**config.mk**
```make
export PLATFORM = sky130hd
export DESIGN_NAME = wifire_rx_ctrl
export DESIGN_NICKNAME = d
export VERILOG_FILES = /design/src/rtl/wifire_pkg.sv /design/src/rtl/wifire_rx_fifo.sv /design/src/rtl/wifire_rx_ctrl.sv
export SDC_FILE = /design/constraint.sdc
export NUM_CORES = 1
export LEC_CHECK = 0
export BUFFER_PORTS_ARGS = -buffer_cell sky130_fd_sc_hd__buf_2
export CAP_MARGIN = 25
export CORE_MARGIN = 10
export CORE_UTILIZATION = 32
export DETAILED_ROUTE_END_ITERATION = 6
export GPL_TIMING_DRIVEN = 0
export HOLD_SLACK_MARGIN = 0.12
export MAX_ROUTING_LAYER = met4
export PLACE_DENSITY = 0.53
export SYNTH_ARGS = -nofsm -noshare
export SYNTH_HDL_FRONTEND = slang
export SYNTH_SLANG_ARGS = --single-unit
```
**constraint.sdc**
```tcl
create_clock -name clk -period 3.1 [get_ports clk]
set_clock_uncertainty 0.1 [all_clocks]
set_input_delay 0.31 -clock clk [delete_from_list [all_inputs] [get_ports clk]]
set_output_delay 0.31 -clock clk [all_outputs]
set_load 0.05 [all_outputs]
```
**src/rtl/wifire_pkg.sv**
```systemverilog
// Shared definitions for the WiFire receive path: controller states,
// 802.15.4 address modes and header-length arithmetic.
package wifire_pkg;

   localparam int unsigned LEN_W  = 7;
   localparam int unsigned PLEN_W = 8;

   typedef enum logic [2:0] {
      ST_IDLE,
      ST_HDR,
      ST_FILTER,
      ST_PAYLOAD,
      ST_COMMIT,
      ST_DROP
   } rx_state_e;

   localparam logic [1:0]  ADDR_NONE  = 2'd0;
   localparam logic [1:0]  ADDR_SHORT = 2'd2;
   localparam logic [1:0]  ADDR_EXT   = 2'd3;
   localparam logic [15:0] BCAST_ID   = 16'hFFFF;

   // Header verdict captured once all decoder fields are valid
   typedef struct packed {
      logic              accept;
      logic              len_bad;
      logic [PLEN_W-1:0] payload_len;
   } hdr_info_t;

   function automatic logic [PLEN_W-1:0] hdr_len(input logic [1:0] dst_mode,
                                                 input logic [1:0] src_mode,
                                                 input logic       pan_comp);
      logic [PLEN_W-1:0] n;
      n = PLEN_W'(3);
      case (dst_mode)
         ADDR_SHORT: n = n + PLEN_W'(4);
         ADDR_EXT:   n = n + PLEN_W'(10);
         default:    n = n;
      endcase
      case (src_mode)
         ADDR_SHORT: n = n + PLEN_W'(2);
         ADDR_EXT:   n = n + PLEN_W'(8);
         default:    n = n;
      endcase
      if ((src_mode != ADDR_NONE) && !pan_comp) n = n + PLEN_W'(2);
      return n;
   endfunction

endpackage

```
**src/rtl/wifire_rx_fifo.sv**
```systemverilog
// Payload byte buffer with a speculative write pointer that is either
// committed (frame accepted) or rewound (frame discarded).
module wifire_rx_fifo #(
   parameter int unsigned FIFO_AW = 7
) (
   input  logic       clk,
   input  logic       reset,
   input  logic       wr_en_i,
   input  logic [7:0] wr_data_i,
   input  logic       commit_i,
   input  logic       rewind_i,
   input  logic       rd_en_i,
   output logic [7:0] rd_data_o,
   output logic       empty_o,
   output logic       full_o
);

   localparam int unsigned DEPTH = 1 << FIFO_AW;
   localparam int unsigned PW    = FIFO_AW + 1;

   logic [7:0]    mem [DEPTH];
   logic [PW-1:0] wr_ptr_q, wr_ptr_d;
   logic [PW-1:0] cmt_ptr_q, cmt_ptr_d;
   logic [PW-1:0] rd_ptr_q, rd_ptr_d;
   logic          do_wr, do_rd;

   // Full is judged against the reader so speculative bytes also consume space
   always_comb begin
      full_o    = (wr_ptr_q[FIFO_AW] != rd_ptr_q[FIFO_AW]) &&
                  (wr_ptr_q[FIFO_AW-1:0] == rd_ptr_q[FIFO_AW-1:0]);
      empty_o   = (rd_ptr_q == cmt_ptr_q);
      do_wr     = wr_en_i && !full_o && !rewind_i;
      do_rd     = rd_en_i && !empty_o;
      wr_ptr_d  = wr_ptr_q;
      cmt_ptr_d = cmt_ptr_q;
      rd_ptr_d  = rd_ptr_q;
      if (rewind_i)   wr_ptr_d  = cmt_ptr_q;
      else if (do_wr) wr_ptr_d  = wr_ptr_q + PW'(1);
      if (commit_i)   cmt_ptr_d = wr_ptr_q;
      if (do_rd)      rd_ptr_d  = rd_ptr_q + PW'(1);
   end

   always_ff @(posedge clk or negedge reset) begin
      if (!reset) begin
         wr_ptr_q  <= '0;
         cmt_ptr_q <= '0;
         rd_ptr_q  <= '0;
      end else begin
         wr_ptr_q  <= wr_ptr_d;
         cmt_ptr_q <= cmt_ptr_d;
         rd_ptr_q  <= rd_ptr_d;
      end
   end

   always_ff @(posedge clk) begin
      if (do_wr) mem[wr_ptr_q[FIFO_AW-1:0]] <= wr_data_i;
   end

   assign rd_data_o = mem[rd_ptr_q[FIFO_AW-1:0]];

endmodule

```
**src/rtl/wifire_rx_ctrl.sv**
```systemverilog
// Receive controller: parses decoder header fields, filters on address,
// stages payload bytes in the FIFO and commits or discards each frame.
module wifire_rx_ctrl
   import wifire_pkg::*;
#(
   parameter int unsigned FIFO_AW = 7,
   parameter int unsigned TIMEOUT = 4096
) (
   input  logic              clk,
   input  logic              reset,
   input  logic              en,
   input  logic [15:0]       local_pan_i,
   input  logic [15:0]       local_short_i,
   input  logic [63:0]       local_ext_i,
   input  logic              promisc_i,
   output logic              dec_en_o,
   input  logic              rcv_sfd_i,
   input  logic              valid_len_i,
   input  logic [LEN_W-1:0]  len_i,
   input  logic              valid_frame_ctrl_i,
   input  logic [15:0]       frame_ctrl_i,
   input  logic              valid_addr_i,
   input  logic [15:0]       dst_pan_i,
   input  logic [63:0]       dst_addr_i,
   input  logic [7:0]        msdu_i,
   input  logic              msdu_stb_i,
   input  logic              rd_en_i,
   output logic [7:0]        rd_data_o,
   output logic              rd_empty_o,
   output logic              frame_rdy_o,
   output logic [LEN_W-1:0]  frame_len_o,
   output logic              drop_o,
   output logic [15:0]       drop_cnt_o
);

   localparam int unsigned TMR_W = $clog2(TIMEOUT + 1);

   rx_state_e          state_q, state_d;
   hdr_info_t          hdr_q, hdr_d, hdr_new;
   logic [PLEN_W-1:0]  cnt_q, cnt_d;
   logic [TMR_W-1:0]   timer_q, timer_d;
   logic               dec_en_q, dec_en_d;
   logic               frame_rdy_q, frame_rdy_d;
   logic               drop_q, drop_d;
   logic [LEN_W-1:0]   frame_len_q, frame_len_d;
   logic [15:0]        drop_cnt_q, drop_cnt_d;
   logic               fifo_wr, fifo_commit, fifo_rewind, fifo_full;
   logic [1:0]         dst_mode, src_mode;
   logic [PLEN_W-1:0]  hlen, len_ext;
   logic               pan_ok, addr_ok;
   logic               unused_fc;

   // Frame-control bits the controller does not interpret
   assign unused_fc = ^{frame_ctrl_i[13:12], frame_ctrl_i[9:7], frame_ctrl_i[5:0]};

   // Header length and address filter verdict from the live decoder fields
   always_comb begin
      dst_mode = frame_ctrl_i[11:10];
      src_mode = frame_ctrl_i[15:14];
      hlen     = hdr_len(dst_mode, src_mode, frame_ctrl_i[6]);
      len_ext  = PLEN_W'(len_i);
      pan_ok   = (dst_pan_i == local_pan_i) || (dst_pan_i == BCAST_ID);
      case (dst_mode)
         ADDR_NONE:  addr_ok = 1'b1;
         ADDR_SHORT: addr_ok = pan_ok && ((dst_addr_i[15:0] == local_short_i) ||
                                          (dst_addr_i[15:0] == BCAST_ID));
         ADDR_EXT:   addr_ok = pan_ok && (dst_addr_i == local_ext_i);
         default:    addr_ok = 1'b0;
      endcase
      hdr_new.accept      = promisc_i || addr_ok;
      hdr_new.len_bad     = hlen > len_ext;
      hdr_new.payload_len = len_ext - hlen;
   end

   always_comb begin
      state_d     = state_q;
      hdr_d       = hdr_q;
      cnt_d       = cnt_q;
      timer_d     = timer_q;
      dec_en_d    = en;
      frame_rdy_d = 1'b0;
      drop_d      = 1'b0;
      frame_len_d = frame_len_q;
      drop_cnt_d  = drop_cnt_q;
      fifo_wr     = 1'b0;
      fifo_commit = 1'b0;
      fifo_rewind = 1'b0;
      case (state_q)
         ST_IDLE: begin
            if (rcv_sfd_i) state_d = ST_HDR;
         end
         ST_HDR: begin
            if (rcv_sfd_i) begin
               state_d = ST_HDR;
            end else if (valid_len_i && valid_frame_ctrl_i && valid_addr_i) begin
               hdr_d   = hdr_new;
               state_d = ST_FILTER;
            end
         end
         ST_FILTER: begin
            cnt_d   = '0;
            timer_d = '0;
            if (rcv_sfd_i) begin
               fifo_rewind = 1'b1;
               state_d     = ST_HDR;
            end else if (!hdr_q.accept || hdr_q.len_bad) begin
               state_d = ST_DROP;
            end else if (hdr_q.payload_len == '0) begin
               state_d = ST_COMMIT;
            end else begin
               state_d = ST_PAYLOAD;
            end
         end
         ST_PAYLOAD: begin
            if (rcv_sfd_i) begin
               fifo_rewind = 1'b1;
               state_d     = ST_HDR;
            end else if (msdu_stb_i) begin
               timer_d = '0;
               if (fifo_full) begin
                  state_d = ST_DROP;
               end else begin
                  fifo_wr = 1'b1;
                  cnt_d   = cnt_q + PLEN_W'(1);
                  if (cnt_d == hdr_q.payload_len) state_d = ST_COMMIT;
               end
            end else if (timer_q == TMR_W'(TIMEOUT - 1)) begin
               state_d = ST_DROP;
            end else begin
               timer_d = timer_q + TMR_W'(1);
            end
         end
         ST_COMMIT: begin
            fifo_commit = 1'b1;
            frame_rdy_d = 1'b1;
            frame_len_d = hdr_q.payload_len[LEN_W-1:0];
            state_d     = rcv_sfd_i ? ST_HDR : ST_IDLE;
         end
         ST_DROP: begin
            fifo_rewind = 1'b1;
            drop_d      = 1'b1;
            if (drop_cnt_q != 16'hFFFF) drop_cnt_d = drop_cnt_q + 16'd1;
            state_d     = rcv_sfd_i ? ST_HDR : ST_IDLE;
         end
         default: state_d = ST_IDLE;
      endcase
      // Disable abandons any in-flight frame quietly; a pending commit still lands
      if (!en) begin
         state_d = ST_IDLE;
         if ((state_q == ST_HDR) || (state_q == ST_FILTER) || (state_q == ST_PAYLOAD)) begin
            fifo_wr     = 1'b0;
            fifo_rewind = 1'b1;
         end
      end
   end

   always_ff @(posedge clk or negedge reset) begin
      if (!reset) begin
         state_q     <= ST_IDLE;
         hdr_q       <= '0;
         cnt_q       <= '0;
         timer_q     <= '0;
         dec_en_q    <= 1'b0;
         frame_rdy_q <= 1'b0;
         drop_q      <= 1'b0;
         frame_len_q <= '0;
         drop_cnt_q  <= '0;
      end else begin
         state_q     <= state_d;
         hdr_q       <= hdr_d;
         cnt_q       <= cnt_d;
         timer_q     <= timer_d;
         dec_en_q    <= dec_en_d;
         frame_rdy_q <= frame_rdy_d;
         drop_q      <= drop_d;
         frame_len_q <= frame_len_d;
         drop_cnt_q  <= drop_cnt_d;
      end
   end

   assign dec_en_o    = dec_en_q;
   assign frame_rdy_o = frame_rdy_q;
   assign drop_o      = drop_q;
   assign frame_len_o = frame_len_q;
   assign drop_cnt_o  = drop_cnt_q;

   wifire_rx_fifo #(.FIFO_AW(FIFO_AW)) u_fifo (
      .clk       (clk),
      .reset     (reset),
      .wr_en_i   (fifo_wr),
      .wr_data_i (msdu_i),
      .commit_i  (fifo_commit),
      .rewind_i  (fifo_rewind),
      .rd_en_i   (rd_en_i),
      .rd_data_o (rd_data_o),
      .empty_o   (rd_empty_o),
      .full_o    (fifo_full)
   );

endmodule

```
==> results of run 1 <==
-- state kept, by name, indices dropped and copies added, names as in the netlist, 3 cells and up --
register and cells:
u_fifo.mem 1024, state_q 3, cnt_q 8, timer_q 13, u_fifo.cmt_ptr_q 8, drop_cnt_o 16
hdr_q 10, u_fifo.wr_ptr_q 8, frame_len_o 7, u_fifo.rd_ptr_q 8
-- layout by cell type, fill, tap and decap left out, types with 23 or more instances in the layout --
| cell type | count |
|---|---|
| edfxtp_1 | 1024 |
| nor2_1 | 41 |
| nand4_1 | 37 |
| inv_1 | 31 |
| mux2i_1 | 75 |
| clkbuf_16 | 120 |
| clkinv_2 | 25 |
| buf_16 | 25 |
| a22oi_1 | 27 |
| dlygate4sd3_1 | 28 |
| dfrtp_1 | 83 |
| mux4_2 | 249 |
| nand2_1 | 53 |
| buf_2 | 232 |
| clkbuf_1 | 35 |
| xor2_1 | 51 |
| buf_12 | 35 |
| buf_4 | 89 |
| o21ai_0 | 35 |
| mux2_2 | 23 |
| xnor2_1 | 104 |
| nor2_2 | 27 |
| nor2_4 | 105 |
| buf_6 | 28 |
| nand2b_1 | 23 |
-- final timing paths --
path | slack (ns) | cells past startpoint | endpoint | start
worst max-delay path | -0.94 | 13 | rd_data_o[2] | u_fifo.rd_ptr_q[0]
max in group asynchronous | 2.06 | 4 | u_fifo.rd_ptr_q[1] | reset
worst min-delay path | 0.21 | 6 | hdr_q[7] | frame_ctrl_i[6]
worst max register to register | 0.09 | 4 | u_fifo.mem[52][4] | u_fifo.wr_ptr_q[3]
min in group asynchronous | 0.57 | 4 | drop_cnt_o[5] | reset
worst min register to register | 0.38 | 1 | hdr_q[8] | hdr_q[8]
-- cells by family (layout without fill, tap and decap cells) --
logic type,after synthesis,count (layout),share of synthesized area
adder cells (fa/ha/maj),14,14,0.00401
other,0,2,0
AO/OA/AOI/OAI,228,228,0.0354
multiplexers,365,365,0.149
buffers and inverters,152,757,0.0173
flip-flops,1108,1108,0.721
AND/OR/NAND/NOR,416,416,0.0439
XOR/XNOR,155,155,0.0298
-- worst min-delay path: cells and delay by family --
kind / cells / cell delay (ns)
adder cells (fa/ha/maj): 1 / 0.18
AND/OR/NAND/NOR: 3 / 0.31
buffers and inverters: 1 / 0.14
AO/OA/AOI/OAI: 1 / 0.07
-- metrics by stage --
step | cells | total power, mW | hold slack [ns]
after global routing | 4935 | 48.9 | 0.283
final | 4935 | 47.5 | 0.215
after detailed placement | 4595 | 29.8 | 0.234
after floorplan | 2438 | 24.5 | -0.0856
after CTS | 4903 | 47.1 | 0.148
after global placement | 4568 | 29.6 | 0.364
-- final cells by class --
| class | instances | area [um2] |
|---|---|---|
| multi-input combinational | 1178 | 13600 |
| sequential | 1108 | 32900 |
| timing repair buffer | 389 | 3100 |
| inverter | 32 | 120 |
| clock buffer | 137 | 2990 |
| fill | 12758 | 84200 |
| buffer | 117 | 1380 |
| antenna | 2 | 5.00 |
| tap | 1890 | 2360 |
| clock inverter | 82 | 990 |
-- repair_timing --
action                      CTS  global route
gates cloned                  2             3
gates resized for setup     540            74
setup endpoints to repair  1029           777
hold endpoints to repair    513             0
buffers inserted             58            30
pin swaps                    41            29
hold buffers                 29             0
-- layer usage --
layer	GRT usage	routed length, um	vias to the layer above
met1	0.234	58000	13510
met2	0.278	65900	998
li1	-	-	10929
met5	-	0	-
met4	0.0475	3820	0
met3	0.0296	9830	202
-- power by group --
part	internal (mW)	leakage, nW	switching, mW	total [mW]
sequential	16.4	10.3	0.0810	16.5
combinational	7.48	6.62	9.00	16.5
clock	8.46	1.94	6.12	14.6
total	32.3	18.9	15.2	47.5
==> reports/qor.yml, run 1 <==
sta:
  slew_viol_final: 0
  setup_viol: 8
  fmaxAchievable_mhz: 248
  tightest_slew_ns: 1.04
  finalCritPeriodShare: 1.30
  slew_headroom: 0.306
  period_minus_slack_ns: 4.04
  hold_viol: 0
  worst_slack_ns: -0.939
  rsz0062_at_grt: "true"
  tns_ns: -6.92
synthesis:
  ys_async_sr_fraction: 0.0758
  ys_seq_elements: 1108
  synth.largest_area_cell: "edfxtp_1"
  synth_top_flop_cell: "edfxtp_1"
  synthesis.nets: 2669
  yosysWarningCount: 0
  yosysTopAreaCellShare: 0.674
  syn_inst: 2438
  synth_commonest_cells: "edfxtp_1, mux4_2, nor2_1"
  synthesis.area_mm2: 0.0456
  synth-edff-count: 1024
  ys_seq_area_frac: 0.721
  synth_top_cells_by_area: "edfxtp_1, mux4_2, dfrtp_1, mux2i_1, xnor2_1"
  synth_cell_types: 66
  yosysMostFrequentCell: "edfxtp_1"
  avgSynthCellArea_um2: 18.7
outcome:
  status: "finished, violations left"
  violations: "setup timing"
placement:
  io_buffer_count: 240
  place_ws_ns: -1.78
  hpwl_um: 92900
  placed_area_mm2: 0.0497
  gp_congestion: 0.940
clocking:
  cts_tree: "yes"
  cts_buffers: 115
  ctsHtreeMaxLevel: 3
  clk_pin_slew_ns: 0.06
  max-clock-path-buffers: 3
  cts_root_buf: "clkbuf_16"
  clkLatencyLatePin_ns: 0.73
  cts_sinks: 1108
hold_path:
  hold_path.class: "input pin to register"
critical_path:
  path_class: "register to output pin"
  worstPathRequired_ns: 2.69
  arrival_ns: 3.63
  crit_path_end_kind: "output pin"
  path_delay_family: "buffers and inverters"
  crit_path_frequent_cell: "buf_12"
  crit_fanout: 9
  cp_num_buf_inv: 7
  slowest_stage: "dfrtp_1"
  path_cells: "buf_12 -> buf_12 -> buf_16 -> buf_16 -> buf_12 -> buf_6 -> mux2i_1 -> a22oi_1 -> a22oi_1 -> nor3_2 -> nor2_4 -> a31oi_4 -> buf_6"
  start_kind: "register"
  slowest_delay_ns: 0.41
final_layout:
  drive_above_1_share: 0.381
  fin_nets: 3172
  final_util: 0.405
  areaGrowthSynthToFinish_pct: 25.9
  final_area_mm2: 0.0574
route:
  drt-pass1-iter-count: 5
  drt_iter0_markers: 2144
  avgViaCountPerCell: 5.20
  num_vias: 25639
  drt-total-wl_um: 137000
  avgRoutedWirePerCell_um: 27.9
  drc: 0
  ant_nets: 0
grt:
  antenna_found_initial: 4
  grt_max_degree: 85
  grt_pass1_vias: 26402
  overflow: 0
  grt_pass1_wl_um: 195000
  gr-usage-all-layers: 0.176
job:
  maxCapViolations: 0
floorplan:
  die_y_um: 397
  die_w_um: 397
  die_area_mm2: 0.158
  io_pins: 252
  core_mm2: 0.142
  start_util: 0.322
  row_count: 138
power_and_ir_drop:
  powerDensity_mw_per_mm2: 828
  vdd_drop_max_mv: 0.874
  leakage_nw: 18.9
No activity file was read; power rests on OpenSTA's default activity.
==> inputs of run 2 (changes only) <==
- SKIP_LAST_GASP: default -> 1
- clock period: 3.1 -> 4.55 ns (I/O delays scaled with it)
==> reports/qor.yml, run 2 (synthesized netlist as in run 1, its figures left out) <==
clocking:
  clk_pin_slew_ns: 0.06
  ctsHtreeMaxLevel: 3
  max-clock-path-buffers: 3
  cts_buffers: 115
  cts_tree: "yes"
  cts_root_buf: "clkbuf_16"
  cts_sinks: 1108
  clkLatencyLatePin_ns: 0.73
floorplan:
  core_mm2: 0.142
  io_pins: 252
  die_area_mm2: 0.158
  die_w_um: 397
  die_y_um: 397
  start_util: 0.322
  row_count: 138
final_layout:
  areaGrowthSynthToFinish_pct: 18.4
  largest_reg_flops: 1024
  fin_nets: 3071
  drive_above_1_share: 0.284
  final_cell_mix: "edfxtp_1, mux4_2, buf_2, nor2_1, clkbuf_16"
  final_common_cell: "edfxtp_1"
grt:
  overflow: 0
  grt_pass1_wl_um: 192000
  grt_max_degree: 89
  gr-usage-all-layers: 0.173
  grt_pass1_vias: 25558
  antenna_found_initial: 16
sta:
  rsz0062_at_grt: "true"
  fmaxAchievable_mhz: 220
  setup_viol: 1
  hold_viol: 0
  hold_ws_ns: 0.164
  period_minus_slack_ns: 4.55
  slew_headroom: 0.252
  worst_slack_ns: -0.00164
  tightest_slew_ns: 1.12
  slew_viol_final: 0
  finalCritPeriodShare: 1.00
route:
  avgViaCountPerCell: 5.19
  drc: 0
  avgRoutedWirePerCell_um: 28.0
  drt-total-wl_um: 135000
  drt_iter0_markers: 2677
  ant_nets: 0
  drt-pass1-iter-count: 5
  num_vias: 25078
power_and_ir_drop:
  leakage_nw: 17.8
  vdd_drop_max_mv: 0.426
  p_total_mw: 29.7
  powerDensity_mw_per_mm2: 550
critical_path:
  reg2reg_slack_ns: 0.18
  arrival_ns: 4.00
  path_class: "register to output pin"
  worstPathRequired_ns: 3.99
  crit_fanout: 10
  start_kind: "register"
  crit_path_end_kind: "output pin"
placement:
  hpwl_um: 93700
  gp_congestion: 0.895
  io_buffer_count: 240
outcome:
  violations: "setup timing"
  status: "finished, violations left"
hold_path:
  hold_path.class: "input pin to register"
job:
  maxCapViolations: 0
run 2: changes by cell type in the layout (fill, tap and decap cells not counted), moves of 13 or more:
cell / previous run / this run
a22oi_2: 21 / 2
a22oi_1: 27 / 46
dlygate4sd3_1: 28 / 15
buf_8: 21 / 8
buf_12: 35 / 8
buf_4: 89 / 38
nor2_2: 27 / 5
nor2_4: 105 / 2
buf_2: 232 / 247
buf_16: 25 / 8
nor2_1: 41 / 166
clkbuf_1: 35 / 58
run 2: cell type report:
cell class              instances  area, um2
plain buffers                 119        822
diodes                          9       22.5
flip-flops and latches       1108      32900
multi-input cells            1178      12300
inverters                      32        120
clock inverters                64        636
well taps                    1890       2360
repair buffers                286       1900
clock buffers                 146       2990
fillers                     13089      87600
run 2: metal layers:
layer,global-route usage,wire (um),vias up
met3,0.0323,9410,184
met4,0.0519,3560,0
li1,-,-,10678
met2,0.267,64400,972
met5,-,0,-
met1,0.232,57900,13244
run 2: repair_timing:
item / CTS / global route
setup endpoints to repair: 8 / 8
hold buffers: 16 / 0
endpoints found under the hold margin: 162 / 0
pin swaps: 3 / 1
buffers inserted: 0 / 2
gates resized for setup: 109 / 22
run 2: where the power goes:
part / switching (mW) / internal [mW] / leakage, nW
Sequential: 0.0513 / 11.2 / 10.3
Clock: 4.02 / 5.12 / 1.76
Combinational: 5.57 / 3.76 / 5.66
run 2: worst max-delay path, stage by stage, from the launching register on:
cell      delay [ns]
dfrtp_1         0.41
clkbuf_1        0.50
nor2b_1         0.80
clkbuf_1        0.51
a22oi_1         0.31
a31oi_4         0.40
buf_2           0.33
run 2: per-stage QoR:
step / util / setup slack (ns) / std cells / area [um2] / setup TNS, ns
global route: 0.381 / -0.0187 / 4830 / 54000 / -0.0260
floorplan: - / 1.15 / 2438 / 45600 / 0
detailed placement: 0.350 / -0.557 / 4592 / 49600 / -2.29
CTS: 0.380 / -0.0629 / 4818 / 53800 / -0.0875
finish: 0.381 / -0.00164 / 4832 / 54000 / -0.00164
global placement: 0.347 / -0.572 / 4568 / 49200 / -3.39
run 2: worst paths after layout:
check / start / endpoint / cells after the start
worst max-delay path: u_fifo.rd_ptr_q[4] / rd_data_o[2] / 6
worst min-delay path: msdu_i[2] / u_fifo.mem[103][2] / 1
worst max register to register: u_fifo.rd_ptr_q[0] / u_fifo.mem[50][1] / 10
worst min register to register: hdr_q[8] / hdr_q[8] / 1
max in group asynchronous: reset / u_fifo.rd_ptr_q[1] / 4
min in group asynchronous: reset / drop_cnt_o[1] / 4
==> inputs of run 3 (changes only) <==
- BUFFER_PORTS_ARGS: -buffer_cell sky130_fd_sc_hd__buf_2 -> default
- DONT_BUFFER_PORTS: default -> 1
- PLACE_DENSITY: 0.53 -> 0.52
==> reports/qor.yml, run 3 (synthesized netlist as in run 1, its figures left out) <==
sta:
  hold_viol: 0
  period_minus_slack_ns: 4.52
  finalCritPeriodShare: 0.994
  tightest_slew_ns: 1.14
  slew_viol_final: 0
  slew_headroom: 0.240
  tns_ns: 0
  worst_slack_ns: 0.0275
  fmaxAchievable_mhz: 221
  rsz0062_at_grt: "true"
  setup_viol: 0
final_layout:
  largest_reg_flops: 1024
  drive_above_1_share: 0.221
  fin_nets: 2841
  areaGrowthSynthToFinish_pct: 16.0
  final_cell_mix: "edfxtp_1, mux4_2, nor2_1, clkbuf_16, xnor2_1"
  final_common_cell: "edfxtp_1"
  n_antenna_cell: 0
  fin_cells: 4595
route:
  avgRoutedWirePerCell_um: 29.1
  drc: 0
  ant_nets: 0
  avgViaCountPerCell: 5.32
  drt_iter0_markers: 2378
  drt-pass1-iter-count: 5
  num_vias: 24442
  drt-total-wl_um: 134000
critical_path:
  crit_fanout: 10
  crit_path_frequent_cell: "buf_4"
  crit_path_end_kind: "output pin"
  worstPathRequired_ns: 3.99
  path_class: "register to output pin"
  arrival_ns: 3.97
  slowest_stage: "mux2i_1"
  slowest_delay_ns: 0.38
  path_cells: "buf_2 -> buf_4 -> buf_4 -> buf_4 -> buf_1 -> buf_16 -> mux2i_1 -> o22ai_1 -> nor2_4 -> a31oi_4"
  start_kind: "register"
grt:
  overflow: 0
  antenna_found_initial: 1
  grt_pass1_vias: 25323
  grt_max_degree: 129
  grt_pass1_wl_um: 190000
  gr-usage-all-layers: 0.172
clocking:
  post_cts_buffers: 0
  max-clock-path-buffers: 3
  cts_root_buf: "clkbuf_16"
  clkLatencyLatePin_ns: 0.72
  cts_sinks: 1108
  clk_pin_slew_ns: 0.06
  ctsHtreeMaxLevel: 3
  cts_buffers: 113
  cts_tree: "yes"
floorplan:
  row_count: 138
  die_w_um: 397
  die_area_mm2: 0.158
  io_pins: 252
  start_util: 0.322
  die_y_um: 397
  core_mm2: 0.142
power_and_ir_drop:
  powerDensity_mw_per_mm2: 560
  leakage_nw: 16.8
  p_total_mw: 29.6
  vdd_drop_max_mv: 0.376
placement:
  dp_cells: 4346
  gp_congestion: 0.902
  place_ws_ns: -0.672
  hpwl_um: 91000
  io_buffer_count: 0
hold_path:
  hold_path.class: "input pin to register"
outcome:
  status: "complete, no violations"
job:
  maxCapViolations: 0
-- run 3: cell count changes in the layout (fill, tap and decap cells not counted), moves of 5 or more --
cell           change
buf_12             -6
buf_2            -225
buf_4              -9
buf_6              -6
buf_8              +7
clkbuf_1           -7
clkinvlp_4         +5
diode_2            -9
dlygate4sd3_1      +8
-- run 3: path summary, 6_finish.rpt --
| kind | depth (start not counted) | from | to | slack, ns |
|---|---|---|---|---|
| max | 10 | u_fifo.rd_ptr_q[2] | rd_data_o[4] | 0.03 |
| min in group asynchronous | 2 | reset | drop_cnt_o[3] | 0.20 |
| min | 5 | frame_ctrl_i[15] | hdr_q[5] | 0.18 |
| min reg2reg | 1 | hdr_q[8] | hdr_q[8] | 0.38 |
| max reg2reg | 10 | u_fifo.rd_ptr_q[0] | u_fifo.mem[50][7] | 0.14 |
| max in group asynchronous | 2 | reset | u_fifo.rd_ptr_q[3] | 3.78 |
-- run 3: critical path, delay by kind of cell (launching register included) --
family | cells | cell delay (ns)
compound gates | 2 | 0.48
buf+inv | 6 | 1.69
flops | 1 | 0.32
mux | 1 | 0.38
simple gates | 1 | 0.30
-- run 3: what timing repair did --
action,in CTS,in global routing
hold endpoints to repair,1128,0
hold buffers,32,0
gates resized for setup,92,11
endpoints found under the setup margin,8,8
pin swaps,5,4
-- run 3: cell type report --
class                           instances  area (um2)
Fill cell                           13060       88700
Sequential cell                      1108       32900
Multi-Input combinational cell       1178       12300
Clock buffer                          135        2930
Tap cell                             1890        2360
Timing Repair Buffer                   58         796
Clock inverter                         75         790
Buffer                                119         781
Inverter                               32         120
-- run 3: layer usage --
layer,global-route usage,part of all wire
met5,-,0
met2,0.277,0.49
met4,0.0551,0.029
met3,0.0327,0.070
met1,0.218,0.41
-- run 3: metrics by stage --
step | hold slack [ns] | util | instance area, um2
after floorplan | 0.0594 | - | 45600
after global placement | 0.0622 | 0.339 | 48000
after detailed placement | 0.0621 | 0.341 | 48200
after CTS | 0.140 | 0.373 | 52800
after global routing | 0.226 | 0.374 | 52900
final | 0.177 | 0.374 | 52900
-- run 3: where the power goes --
part / internal [mW] / switching, mW / total, mW
clock: 5.29 / 4.05 / 9.35
sequential: 11.2 / 0.0547 / 11.2
combinational: 3.65 / 5.42 / 9.07
